`src/rtl/fetch_pkg.sv`:
```
// rtl/fetch_pkg.sv - shared FSM state type and counter width helper for the fetch buffer
package fetch_pkg;

    typedef enum logic [0:0] {
        IDLE = 1'b0,
        RUN  = 1'b1
    } fetch_state_e;

    // Occupancy counters must hold the value DEPTH itself, hence one extra bit.
    function automatic int cnt_width(input int depth);
        return $clog2(depth) + 1;
    endfunction

endpackage

```
`src/rtl/fetch_fifo.sv`:
```
// rtl/fetch_fifo.sv - single-clock FIFO with flush, used for fetch tags and the instruction queue
module fetch_fifo
    import fetch_pkg::*;
#(
    parameter int WIDTH = 32,
    parameter int DEPTH = 4,
    localparam int CW = cnt_width(DEPTH)
) (
    input  logic             clock,
    input  logic             reset,
    input  logic             flush,
    input  logic             push,
    input  logic [WIDTH-1:0] push_data,
    input  logic             pop,
    output logic [WIDTH-1:0] head,
    output logic             empty,
    output logic [CW-1:0]    count
);
    localparam int AW = $clog2(DEPTH);

    logic [WIDTH-1:0] mem [DEPTH];
    logic [AW-1:0]    rd_ptr;
    logic [AW-1:0]    wr_ptr;
    logic             do_push;
    logic             do_pop;

    assign empty   = (count == '0);
    assign do_push = push && (count != CW'(DEPTH));
    assign do_pop  = pop && !empty;
    assign head    = mem[rd_ptr];

    always_ff @(posedge clock or posedge reset) begin
        if (reset) begin
            rd_ptr <= '0;
            wr_ptr <= '0;
            count  <= '0;
        end else if (flush) begin
            rd_ptr <= '0;
            wr_ptr <= '0;
            count  <= '0;
        end else begin
            if (do_push) wr_ptr <= wr_ptr + AW'(1);
            if (do_pop)  rd_ptr <= rd_ptr + AW'(1);
            count <= count + CW'(do_push) - CW'(do_pop);
        end
    end

    always_ff @(posedge clock) begin
        if (do_push && !flush) mem[wr_ptr] <= push_data;
    end

endmodule

```
`src/rtl/fetch_buffer_unit.sv`:
```
// rtl/fetch_buffer_unit.sv - instruction fetch unit with credit-limited requests and a redirect-flushable queue
module fetch_buffer_unit
    import fetch_pkg::*;
#(
    parameter int CORE         = 0,
    parameter int DATA_WIDTH   = 32,
    parameter int ADDRESS_BITS = 20,
    parameter int DEPTH        = 4
) (
    input  logic                    clock,
    input  logic                    reset,
    input  logic                    start,
    input  logic [ADDRESS_BITS-1:0] program_address,
    input  logic                    redirect,
    input  logic [ADDRESS_BITS-1:0] redirect_target,
    output logic                    mem_req_valid,
    input  logic                    mem_req_ready,
    output logic [ADDRESS_BITS-1:0] mem_req_addr,
    input  logic                    mem_resp_valid,
    input  logic [DATA_WIDTH-1:0]   mem_resp_data,
    output logic                    inst_valid,
    input  logic                    inst_ready,
    output logic [DATA_WIDTH-1:0]   instruction,
    output logic [ADDRESS_BITS-1:0] inst_PC,
    input  logic                    report
);
    localparam int CW = cnt_width(DEPTH);
    localparam int QW = ADDRESS_BITS + DATA_WIDTH;

    fetch_state_e            state;
    logic [ADDRESS_BITS-1:0] pc;
    logic [CW-1:0]           outstanding;
    logic [CW-1:0]           drop_count;
    logic [CW-1:0]           q_count;
    logic [CW-1:0]           tag_count;
    logic [CW:0]             in_use;
    logic [31:0]             fetched;
    logic [31:0]             dropped;
    logic                    flush_evt;
    logic                    req_fire;
    logic                    resp_seen;
    logic                    resp_keep;
    logic                    tag_pop;
    logic                    tag_empty;
    logic                    q_empty;
    logic                    q_pop;
    logic [ADDRESS_BITS-1:0] tag_head;
    logic [QW-1:0]           q_head;

    // Start behaves as a redirect when already running, so both share one flush path.
    assign flush_evt     = start || (redirect && state == RUN);
    assign in_use        = {1'b0, outstanding} + {1'b0, q_count};
    assign mem_req_valid = (state == RUN) && (in_use < (CW+1)'(DEPTH)) && !redirect && !start;
    assign mem_req_addr  = pc >> 2;
    assign req_fire      = mem_req_valid && mem_req_ready;

    // Tags of responses owed to drop_count are discarded at flush, so only kept responses pop a tag.
    assign resp_seen = mem_resp_valid && (outstanding != '0);
    assign tag_pop   = resp_seen && (drop_count == '0);
    assign resp_keep = tag_pop && !flush_evt;

    assign inst_valid  = !q_empty;
    assign q_pop       = inst_valid && inst_ready;
    assign instruction = inst_valid ? q_head[DATA_WIDTH-1:0] : '0;
    assign inst_PC     = inst_valid ? q_head[QW-1:DATA_WIDTH] : '0;

    fetch_fifo #(.WIDTH(ADDRESS_BITS), .DEPTH(DEPTH)) u_tags (
        .clock     (clock),
        .reset     (reset),
        .flush     (flush_evt),
        .push      (req_fire),
        .push_data (pc),
        .pop       (tag_pop),
        .head      (tag_head),
        .empty     (tag_empty),
        .count     (tag_count)
    );

    fetch_fifo #(.WIDTH(QW), .DEPTH(DEPTH)) u_queue (
        .clock     (clock),
        .reset     (reset),
        .flush     (flush_evt),
        .push      (resp_keep),
        .push_data ({tag_head, mem_resp_data}),
        .pop       (q_pop),
        .head      (q_head),
        .empty     (q_empty),
        .count     (q_count)
    );

    always_ff @(posedge clock or posedge reset) begin
        if (reset) begin
            state       <= IDLE;
            pc          <= '0;
            outstanding <= '0;
            drop_count  <= '0;
            fetched     <= '0;
            dropped     <= '0;
        end else begin
            outstanding <= outstanding + CW'(req_fire) - CW'(resp_seen);
            if (resp_keep)              fetched <= fetched + 32'd1;
            if (resp_seen && !resp_keep) dropped <= dropped + 32'd1;

            if (start) begin
                state <= RUN;
                pc    <= program_address;
            end else if (flush_evt) begin
                pc <= redirect_target;
            end else if (req_fire) begin
                pc <= pc + ADDRESS_BITS'(4);
            end

            if (flush_evt)
                drop_count <= outstanding - CW'(resp_seen);
            else if (resp_seen && drop_count != '0)
                drop_count <= drop_count - CW'(1);
        end
    end

`ifndef SYNTHESIS
    always @(posedge clock) begin
        if (!reset) begin
            assert (!(mem_resp_valid && drop_count == '0 && tag_empty))
                else $error("core %0d: memory response with no fetch in flight", CORE);
            if (report)
                $info("core %0d fetch: state=%s pc=%h outstanding=%0d drop=%0d tags=%0d queue=%0d fetched=%0d dropped=%0d",
                      CORE, state.name(), pc, outstanding, drop_count, tag_count, q_count, fetched, dropped);
        end
    end
`endif

endmodule

```
`config.mk`:
```
export PLATFORM = sky130hd
export DESIGN_NAME = fetch_buffer_unit
export DESIGN_NICKNAME = d
export VERILOG_FILES = /design/src/rtl/fetch_pkg.sv /design/src/rtl/fetch_fifo.sv /design/src/rtl/fetch_buffer_unit.sv
export SDC_FILE = /design/constraint.sdc
export NUM_CORES = 1
export LEC_CHECK = 0
export ABC_AREA = 0
export ABC_CLOCK_PERIOD_IN_PS = 4180
export BUFFER_PORTS_ARGS = -buffer_cell sky130_fd_sc_hd__buf_2
export CAP_MARGIN = 15
export CORE_AREA = 2 2 157 159
export DETAILED_ROUTE_END_ITERATION = 12
export DIE_AREA = 0 0 159 161
export HOLD_SLACK_MARGIN = 0.03
export MAX_ROUTING_LAYER = met4
export PLACE_DENSITY = 0.78
export SLEW_MARGIN = 5
export SYNTH_ARGS = -nofsm -noshare
export SYNTH_HDL_FRONTEND = slang
export SYNTH_SLANG_ARGS = --single-unit
```
`constraint.sdc`:
```
create_clock -name clock -period 4.18 [get_ports clock]
set_input_delay 0.209 -clock clock [delete_from_list [all_inputs] [get_ports clock]]
set_output_delay 0.209 -clock clock [all_outputs]
set_load 0.02 [all_outputs]
```
==> qor.yml <==
sta:
  rsz0062_at_grt: "no"
  finalHoldViolCount: 0
  fmaxAchievable_mhz: 319
  final.setup.tns_ns: 0
  slew_headroom_pct: 36.3
  period_needed_ns: 3.14
  fin_worst_skew_ns: 0.0116
  setup_viol: 0
  period_share_pct: 75.0
  worst_slew_pin_slew_ns: 0.956
  slew_violations: 0
die:
  initial_core_util_pct: 57.1
  die-area_sq_um: 25600
  die_height_microns: 161
  core_area_sq_um: 24000
  die_w_microns: 159
  num_rows: 57
  pin_count: 154
global_routing:
  grt_pass1_wl_microns: 42400
  grt_pass1_vias: 7633
  grt_overflow: 0
  grt.total_usage_pct: 22.0
  grt_max_degree: 56
  grt_antenna_before_repair: 0
critical_path:
  crit_arrival_ns: 3.51
  end_kind: "register"
  worstPathMaxFanout: 16
  crit_type: "reg -> reg"
  required_ns: 4.56
  startpoint_type: "register"
place:
  dp_cells: 1199
  gp_congestion: 0.843
  dpl-instance-area_sq_um: 14700
  io_buffer_count: 150
  place_hpwl_microns: 15200
route:
  drc_errors: 0
  vias: 7453
  drtAntennaViolNets: 0
  via_per_inst: 5.72
  dr.first_iter.drc_count: 513
  wl_microns: 26400
  dr.pass1.iters: 5
  drt-wirelength-per-cell_microns: 20.3
cts:
  clk_latency_ns: 0.50
  cts_root_buf: "clkbuf_16"
  cts_sinks: 329
  cts_buffer_depth: 3
  clk_pin_slew_ns: 0.06
  cts_resized: 0
  cts_tree: "built"
  htree_levels: 2
  cts_buffers: 34
final_layout:
  diodes: 0
  fill_cells: 1598
  drive_gt1_share_pct: 31.4
  finalInstanceArea_sq_um: 16200
  finalNetCount: 1057
  syn_to_final_growth_pct: 18.5
  fin_cells: 1303
pwr:
  powerDensity_nw_per_um2: 454
  p_sw_w: 0.00161
  p_sw_share_pct: 21.9
  finalPower_w: 0.00735
  vdd_drop_max_v: 0.000289
  seqPwrFrac_pct: 51.7
  p_int_w: 0.00574
  p_leak_nw: 5.81
  combPwrFrac_pct: 7.8
  clkPwrFrac_pct: 40.5
logic_synthesis:
  synth_edf_count: 288
  synthArstFlopShare_pct: 12.5
  yosysUniqueCellTypes: 59
  yosys.area.top_type_share_pct: 63.2
  synth.top_cells.by_area: "edfxtp_1 (63%), mux4_2 (12%), dfrtp_1 (7.5%), and2_1 (2.9%), ha_1 (1.9%)"
  synth_seq_area_share_pct: 70.7
  syn_avg_cell_area_sq_um: 17.8
  yosys_most_used_dff: "edfxtp_1"
  syn-instance-count: 767
  synth_top_area_cell: "edfxtp_1"
  ys_seq_elements: 329
  syn_area_sq_um: 13700
  yosys_warnings: 0
run:
  maxCapViolCount: 0
status:
  status: "finished clean"
hold_path:
  min_path_type: "in -> reg"
==> final timing paths <==
check / depth (start not counted) / end / start / slack (ns)
worst max-delay path: 11 / u_tags.count[2] / outstanding[2] / 1.04
worst min-delay path: 4 / pc[4] / program_address[4] / 0.06
worst min register to register: 1 / u_tags.wr_ptr[0] / u_tags.wr_ptr[0] / 0.55
max in group asynchronous: 4 / u_queue.rd_ptr[0] / reset / 3.39
worst max register to register: 11 / u_tags.count[2] / outstanding[2] / 1.04
min in group asynchronous: 4 / u_queue.rd_ptr[0] / reset / 0.39
==> layout by cell type (no fill, tap or decap), types with 4 or more instances in the layout <==
cell / n
edfxtp_1: 288
buf_2: 150
mux4_2: 72
and2_1: 60
dlygate4sd3_1: 42
dfrtp_1: 39
clkbuf_16: 37
inv_1: 25
nand2_1: 23
ha_1: 21
o21ai_0: 18
nand3_1: 17
nor2_1: 17
buf_4: 15
a21oi_1: 8
mux2i_1: 7
nor3_1: 7
xnor2_1: 7
clkbuf_1: 7
xor2_1: 6
clkinv_2: 6
o31ai_1: 5
nand4_1: 5
a211oi_1: 4
a31oi_1: 4
nand2b_1: 4
and2_2: 4
a2bb2oi_1: 4
clkinvlp_4: 4
==> final cells by class <==
cell class              instances  area [sq um]  share of cell area (%)
multi-input cells             354          3600                    22.2
clock buffers                  47           993                    6.13
flip-flops and latches        329          9680                    59.7
repair buffers                208          1300                    8.04
inverters                      26           100                   0.617
clock inverters                15           136                   0.841
well taps                     324           405                    2.50
==> power by group through the flow <==
stage | Combinational, W | Sequential (W) | Clock, W
2_1_floorplan | 0.000411 | 0.00383 | 0
3_3_place_gp | 0.000530 | 0.00386 | 0
3_5_place_dp | 0.000545 | 0.00387 | 0
4_1_cts | 0.000580 | 0.00380 | 0.00304
5_1_grt | 0.000643 | 0.00382 | 0.00318
6_report | 0.000574 | 0.00380 | 0.00298
==> timing repair <==
action / in CTS / in global routing
endpoints found under the hold margin: 176 / 0
hold buffers: 42 / 0
setup buffers: 0 / 0
==> cell families after synthesis <==
kind of cell             after synthesis  share of synthesized area, %
multiplexers                          81                          12.5
AO/OA/AOI/OAI                         72                          3.76
buffers and inverters                 85                          3.10
flip-flops                           329                          70.7
XOR/XNOR                              13                         0.832
adder cells (fa/ha/maj)               24                          2.36
other                                  1                        0.0274
AND/OR/NAND/NOR                      162                          6.71
==> per-stage QoR <==
stage	util, %	setup WS (ns)	hold slack [ns]
finish	67.7	1.04	0.0592
global route	67.7	0.798	0.0587
CTS	67.7	1.03	0.0342
detailed placement	61.2	1.01	0.382
global placement	61.2	1.12	0.404
floorplan	-	1.13	0.308
==> Yosys cell counts, drive strengths merged, types with 3 or more instances <==
library cell,number
o31a,3
o21ai,18
or4,3
inv,26
and4,3
nand3,17
a211oi,4
nor3,7
o31ai,5
nand2,23
edfxtp,288
or2,3
nand4,5
mux4,72
nand2b,4
a32o,3
mux2i,7
and2,64
dfrtp,41
a2bb2oi,4
xnor2,7
xor2,6
nor2,17
o21bai,3
o211ai,3
nor4,4
ha,21
nor2b,3
a21oi,9
a31oi,4
fa,3
buf,38
or3,3
clkbuf,21
==> flip-flops by register name, indices dropped and copies added (netlist names) <==
signal	cells
u_queue.rd_ptr	2
drop_count	3
u_queue.mem	208
u_queue.wr_ptr	2
u_tags.wr_ptr	2
state	1
u_queue.count	3
u_tags.count	3
outstanding	3
u_tags.rd_ptr	2
u_tags.mem	80
pc	20
==> worst max-delay path: stages, from the launching register on <==
cell and delay (ns):
dfrtp_1 0.42, ha_1 0.35, nor4_4 0.25, and4_1 0.53, inv_4 0.17, a21oi_2 0.29
ha_1 0.21, inv_1 0.05, fa_1 0.37, xor2_1 0.16, xnor2_1 0.16, nor2_1 0.06
==> routing by layer <==
| metal | share of wire [%] | vias to the layer above | wire length [microns] | GRT usage [%] |
|---|---|---|---|---|
| met3 | 5.5 | 35 | 1440 | 3.47 |
| met4 | 1.7 | 0 | 436 | 5.25 |
| li1 | - | 3359 | - | - |
| met2 | 51 | 288 | 13300 | 35.6 |
| met1 | 42 | 3771 | 11200 | 30.0 |
| met5 | 0 | - | 0 | - |
Note: power is estimated with default switching activity, not from simulation.
